[config.mk]
export PLATFORM = sky130hd
export DESIGN_NAME = fifo_wr_arb
export DESIGN_NICKNAME = d
export VERILOG_FILES = /design/src/rtl/fifo_wr_arb.sv
export SDC_FILE = /design/constraint.sdc
export NUM_CORES = 1
export LEC_CHECK = 0
export CELL_PAD_IN_SITES_DETAIL_PLACEMENT = 0
export CELL_PAD_IN_SITES_GLOBAL_PLACEMENT = 1
export CORE_MARGIN = 4
export CORE_UTILIZATION = 41
export CTS_BUF_LIST = sky130_fd_sc_hd__clkbuf_4
export DETAILED_ROUTE_END_ITERATION = 12
export DONT_BUFFER_PORTS = 1
export PLACE_DENSITY_LB_ADDON = 0.1
export SETUP_SLACK_MARGIN = 0.4
export SYNTH_ARGS = -nofsm -noshare
export SYNTH_HDL_FRONTEND = slang
export SYNTH_SLANG_ARGS = --single-unit
export TNS_END_PERCENT = 30
[constraint.sdc]
create_clock -name wclk -period 2.9 [get_ports wclk]
set_clock_uncertainty 0.05 [all_clocks]
set_input_delay 0.58 -clock wclk [delete_from_list [all_inputs] [get_ports wclk]]
set_output_delay 0.58 -clock wclk [all_outputs]
set_load 0.01 [all_outputs]
[src/rtl/fifo_wr_arb.sv]
// Round-robin arbiter sharing one async-FIFO write port among NREQ
// valid/ready/last requesters, granting bursts of up to MAXBURST words.
module fifo_wr_arb #(
    parameter int DSIZE    = 8,
    parameter int NREQ     = 4,
    parameter int MAXBURST = 4
) (
    input  logic                  wclk,
    input  logic                  wrst_n,
    input  logic [NREQ-1:0]       req_valid,
    input  logic [NREQ-1:0]       req_last,
    input  logic [NREQ*DSIZE-1:0] req_data,
    output logic [NREQ-1:0]       req_ready,
    input  logic                  wfull,
    output logic                  winc,
    output logic [DSIZE-1:0]      wdata,
    output logic [NREQ-1:0]       gnt,
    output logic                  busy
);

    localparam int IW = $clog2(NREQ);
    localparam int BW = $clog2(MAXBURST + 1);

    typedef enum logic {
        IDLE  = 1'b0,
        BURST = 1'b1
    } state_t;

    state_t          state;
    logic [IW-1:0]   owner;
    logic [IW-1:0]   rr_ptr;
    logic [BW-1:0]   beat;

    logic [IW-1:0]   pick;
    logic            found;
    logic [IW:0]     scan;
    logic [IW-1:0]   owner_nxt;
    logic            xfer;
    logic            last_beat;

    // Pick the first valid requester at or after rr_ptr, wrapping.
    always_comb begin
        found = 1'b0;
        pick  = '0;
        scan  = '0;
        for (int i = 0; i < NREQ; i++) begin
            scan = {1'b0, rr_ptr} + (IW+1)'(i);
            if (scan >= (IW+1)'(NREQ))
                scan = scan - (IW+1)'(NREQ);
            if (!found && req_valid[scan[IW-1:0]]) begin
                found = 1'b1;
                pick  = scan[IW-1:0];
            end
        end
    end

    // Datapath and handshake decode from the registered owner.
    always_comb begin
        busy      = (state == BURST);
        xfer      = busy && req_valid[owner] && !wfull;
        last_beat = req_last[owner] || (beat == BW'(MAXBURST - 1));
        owner_nxt = (owner == IW'(NREQ - 1)) ? '0 : owner + IW'(1);
        winc      = xfer;
        req_ready = xfer ? (NREQ'(1) << owner) : '0;
        gnt       = busy ? (NREQ'(1) << owner) : '0;
        wdata     = busy ? req_data[owner*DSIZE +: DSIZE] : '0;
    end

    // Arbitration FSM: one idle cycle to choose, then the burst.
    always_ff @(posedge wclk or negedge wrst_n) begin
        if (!wrst_n) begin
            state  <= IDLE;
            owner  <= '0;
            rr_ptr <= '0;
            beat   <= '0;
        end else begin
            unique case (state)
                IDLE: begin
                    if (found) begin
                        owner <= pick;
                        beat  <= '0;
                        state <= BURST;
                    end
                end
                BURST: begin
                    if (xfer) begin
                        if (last_beat) begin
                            state  <= IDLE;
                            rr_ptr <= owner_nxt;
                            beat   <= '0;
                        end else begin
                            beat <= beat + BW'(1);
                        end
                    end else if (!req_valid[owner]) begin
                        state  <= IDLE;
                        rr_ptr <= owner_nxt;
                        beat   <= '0;
                    end
                end
                default: state <= IDLE;
            endcase
        end
    end

endmodule

Yosys cells after proc, flatten, opt, wreduce, memory -nomap -nowiden
Index checks and enable logic that the tools add are counted.

Logic and storage cells: 85. Memories: 0. Input port bits: 43. Bits in registers: 8. Output and inout port bits: 18. Latch bits: 0. ROM bits: 0. Memory bits (writable): 0.

Shift operators: 2. $add $sub $neg: 9. Equality and inequality tests: 6. Reduce and logical (&&, ||, !) cells: 13. $lt $le $gt $ge: 9. Multiply operators: 0. Muxes and demuxes: 41. Divide/modulo/power cells: 0. Bitwise gates (word level): 1.

Operator list (count): $shiftx A32 B6 Y8 (1); $mux W2 (12); $lt A2 B3 Y1 const B (5); $mux W1 (14); $bmux W1 S2 (6); $mux W3 (4); $ge A3 B3 Y1 const B (3); $mux W4 (2); $mux W8 (1); $sub A2 B1 Y2 const B (4); $add A2 B2 Y3 const B (2); $pmux W3 S2 (1); $logic_and A1 B1 Y1 (5); $logic_not A1 Y1 (4); $ne A2 B2 Y1 const B (2); $reduce_and A2 Y1 (2); $shl A1 B2 Y4 const A (1); $add A2 B1 Y3 const B (1); $add A3 B1 Y3 const B (1); $eq A3 B2 Y1 const B (1); $ge A2 B3 Y1 const B (1); $ne A3 B3 Y1 const B (1); $reduce_and A3 Y1 (1); $add A2 B1 Y2 const B (1); 5 further kinds (5).

Logic depth before layout (Yosys ltp)
Word-level depth: 16. Gate-level depth with buffers: 6. Depth with buffers taken out: 6.

Least setup slack after synthesis
Ideal clock, no wire load.

Path kind: register -> output. Start: register owner[0]. End: output port wdata[0]. Stages on the path, launching flop included: 5. Buffers on the path: 2. Data arrival time: 1336 ps. Path slack: 934 ps. Data required time: 2270 ps. Cell sequence: dfrtp_1 -> buf_6 -> clkbuf_8 -> mux4_2 -> and2_1.

Word-level cells in the longest chain between the ends: 2.

RTL lines: from (decl) (line 30) `logic [IW-1:0] owner;`; from (signal assigned) (line 80) `owner <= pick;`; $shiftx A32 B6 Y8 (line 66) `wdata = busy ? req_data[owner*DSIZE +: DSIZE] : '0;`; $mux W8 (line 66); to (decl) (line 16) `output logic [DSIZE-1:0] wdata,`.

Every way passes these cells.

Worst setup path in the final report
Start: register owner[0]. End: output port wdata[5].

Same word-level chain as after synthesis.

==> results.txt <==
The initial antenna violation count came to 0. The category of the critical setup timing path is flip-flop to output port. The area of the mapped netlist is between 800 and 900 um2. The final worst slack is 564 ps. The congestion estimate from routability-driven global placement came to 0.680. The number of search-and-repair iterations in the first detailed-routing pass is 4.

The final count of hold timing violations is 0. Of the available clock period, the critical path in the final layout requires 0.806. The wire length of the first global-routing pass came out at 2.72 mm. Summed over all failing endpoints, the final setup total negative slack is 0 ps.

The total inserted antenna cells is 0. The total power after layout came out at between 800 and 900 uW. The aggregate global routing overflow came out at 0. For the pin with the worst max-slew slack, the measured transition is 493 ps. The count of state elements after synthesis came out at 8. The run finished with clean final reports. Setup repair after global routing left no endpoint under its margin. In this run the tool buffered the top-level ports with 0 buffer cells. VDD sags by at most 0.365 mV.

The met2 layer wire length in the routed design is roughly 1.1 mm. The top cell types in the final layout, fill and taps aside, are sky130_fd_sc_hd__and2_1, sky130_fd_sc_hd__mux4_2, sky130_fd_sc_hd__dfrtp_1. The area growth from synthesis to layout came out at 5.45%.

Derived from the worst setup path, the maximum achievable clock frequency is approximately 0.43 GHz. The detailed router's first-iteration violation count came out at 7. For this block, wires on met1 add up to around 740 um. The number of cells traversed by the worst hold path is 2. In this run the number of H-tree levels came out at 1.

The worst setup path startpoint is owner[0]. The worst path in the final design needs a cycle of between 2000 and 2500 ps, including I/O delays and setup. The largest buffer count on any clock path is 2.

The worst slew margin relative to its limit came out at 0.668. STA puts the critical path data required time at between 2000 and 2500 ps. After detailed routing, no signal wire sits above met4. The share of layout cells above drive strength 1 is 0.264.

The share of total power dissipated in the clock network is 0.097. The core region area is roughly 2000 um2. The die covers around 3000 um2. The total nets after synthesis came out at 134. The total of warnings raised by yosys came out at 0.

The number of global-route vias before repair is approximately 620. Cell internal power was estimated by the tool at between 400 and 500 uW. The clock slew seen by the registers of the worst setup and hold paths is around 60 ps. The combinational power share came out at 0.602. The DRC violation count after routing came out at 0. The number of fill cells is between 200 and 250.

Before CTS, the worst setup slack after placement is 670 ps. The startpoint identified for the worst register-to-register timing path is beat[0]. The amount of wire on met3 after detailed routing came out at around 190 um. The min-delay analysis places its worst path in the category flip-flop to flip-flop.

The switching power as a share of total power is 0.444. The count of clock tree sinks came out at 8. The number of distinct library cell variants in the gate-level netlist after synthesis is 31. Across every metal layer, demand over resource in global routing totals 0.128. TritonCTS built the clock tree. In this run the remaining antenna-violating nets after routing total 0.

The leakage power is ~0.4 nW. The net switching power figure came out at between 300 and 400 uW. The max-slew violation total from the final report came out at 0.

STA classifies the critical path endpoint as an output port. In this run the clock root is driven by a sky130_fd_sc_hd__clkbuf_4. Setup violations remaining at the end of the flow were counted as 0.

The post-synthesis sequential area ratio is 0.224. The total number of vias came out at 657. The post-synthesis average cell area is 10.5 um2. The initial utilization of the core area, before any placement, comes to 0.442. The number of I/O pins is between 60 and 70. The routed wire length is ~2.0 mm. The worst setup path is launched from a flip-flop. The maximum number of pins on one net before global-route repair came out at 19. The x dimension of the die came out at ~55 um. The count of cells along the worst register-to-register path is 6. The highest net fanout along the worst path came out at 10.

The arrival time at the worst endpoint is about 1700 ps. For this run, the post-layout net count is roughly 140. Using the TritonRoute via totals, the vias-per-cell ratio works out to between 5 and 6.

Power spread over the standard cell area amounts to 944 nW/um2. Leaving out fill and tap cells, the most frequent cell in the layout is sky130_fd_sc_hd__and2_1. Synthesis handed over a netlist of 85 instances. The clock reaches the later pin of the worst-skew pair after between 200 and 300 ps. The row count came out at 16. The worst hold path startpoint is beat[2]. The number of buffers created by CTS came out at 3. The proportion of power drawn by flip-flops and latches is 0.300. The average wire per standard cell came out at ~18 um.

The max-capacitance violation count is 0. The die height is 54.7 um. The detailed placement HPWL came out at about 1.7 mm.
==> Yosys cell counts <==
cell type	n	area share
sky130_fd_sc_hd__a22o_2	1	0.011
sky130_fd_sc_hd__a21oi_2	1	0.0098
sky130_fd_sc_hd__buf_6	1	0.013
sky130_fd_sc_hd__nor2_2	1	0.0070
sky130_fd_sc_hd__mux4_1	1	0.029
sky130_fd_sc_hd__a221oi_1	1	0.0098
sky130_fd_sc_hd__mux2i_1	3	0.034
sky130_fd_sc_hd__a2111o_1	1	0.013
sky130_fd_sc_hd__a21oi_1	1	0.0056
sky130_fd_sc_hd__clkbuf_8	1	0.015
sky130_fd_sc_hd__and3_2	4	0.034
sky130_fd_sc_hd__nand3b_1	1	0.0084
sky130_fd_sc_hd__clkbuf_1	1	0.0042
sky130_fd_sc_hd__nor2_1	4	0.017
sky130_fd_sc_hd__and2_1	13	0.091
sky130_fd_sc_hd__mux2_1	2	0.025
sky130_fd_sc_hd__nand2b_1	3	0.021
sky130_fd_sc_hd__dfrtp_1	8	0.22
sky130_fd_sc_hd__and2b_1	2	0.017
sky130_fd_sc_hd__and2_2	1	0.0084
sky130_fd_sc_hd__nor4_1	1	0.0070
sky130_fd_sc_hd__ha_1	6	0.084
sky130_fd_sc_hd__nand2_1	3	0.013
sky130_fd_sc_hd__mux2_2	1	0.013
sky130_fd_sc_hd__a22oi_1	1	0.0084
sky130_fd_sc_hd__inv_1	5	0.021
sky130_fd_sc_hd__mux4_2	8	0.20
sky130_fd_sc_hd__o21ai_0	5	0.028
sky130_fd_sc_hd__a21boi_0	2	0.017
sky130_fd_sc_hd__nor2b_1	1	0.0070
sky130_fd_sc_hd__buf_2	1	0.0056
==> what timing repair did <==
action                                  4_1_cts  5_1_grt
buffers inserted                              0        0
hold endpoints to repair                      8        0
resized for setup                             1        0
endpoints found under the setup margin        1        0
hold buffers                                  1        0
==> registers in the layout, indices dropped and copies added (netlist names) <==
| name | count |
|---|---|
| beat | 3 |
| busy | 1 |
| owner | 2 |
| rr_ptr | 2 |
==> layer usage <==
| layer | vias up | global-route usage |
|---|---|---|
| li1 | 315 | - |
| met1 | 308 | 0.155 |
| met2 | 32 | 0.222 |
| met3 | 2 | 0.0300 |
| met4 | 0 | 0.0373 |
| met5 | - | 0 |
==> metrics by stage <==
stage | utilization | hold WS [ps] | instances | cell area [um2]
4_1_cts | 0.467 | 438 | 114 | 943
3_3_place_gp | 0.450 | 235 | 110 | 910
6_report | 0.467 | 432 | 114 | 943
5_1_grt | 0.467 | 493 | 114 | 943
2_1_floorplan | - | 234 | 85 | 895
3_5_place_dp | 0.450 | 235 | 110 | 910
==> cell families after synthesis <==
group,Yosys count,share of synthesized area
simple gates,34,0.229
fa+ha+maj,6,0.0839
flops,8,0.224
buf+inv,9,0.0587
mux,15,0.302
compound gates,13,0.102
==> power groups by stage <==
stage / Combinational, mW / Sequential [mW] / Clock (mW)
global placement: 0.534 / 0.269 / 0
CTS: 0.548 / 0.272 / 0.0900
floorplan: 0.535 / 0.201 / 0
finish: 0.536 / 0.268 / 0.0868
global route: 0.594 / 0.286 / 0.0979
detailed placement: 0.543 / 0.273 / 0
==> path summary, 6_finish.rpt <==
| kind | to | slack [ps] |
|---|---|---|
| worst max-delay path | wdata[5] | 560 |
| worst min register to register | beat[2] | 430 |
| min in group asynchronous | rr_ptr[1] | 620 |
| worst min-delay path | beat[2] | 430 |
| worst max register to register | rr_ptr[1] | 1110 |
| max in group asynchronous | owner[0] | 1890 |
==> worst max-delay path, cell delays in order, from the launching register on <==
cell                      delay, ps
sky130_fd_sc_hd__dfrtp_2        510
sky130_fd_sc_hd__buf_4          200
sky130_fd_sc_hd__mux4_1         540
sky130_fd_sc_hd__and2_1         210
==> layout make-up <==
cell class / instances / area [um2] / share of cell area
Timing Repair Buffer: 3 / 25.0 / 0.0265
Sequential cell: 8 / 201 / 0.214
Tap cell: 27 / 33.8 / 0.0358
Multi-Input combinational cell: 68 / 642 / 0.680
Clock buffer: 3 / 22.5 / 0.0239
Inverter: 5 / 18.8 / 0.0199
No activity file was read; power rests on OpenSTA's default activity.
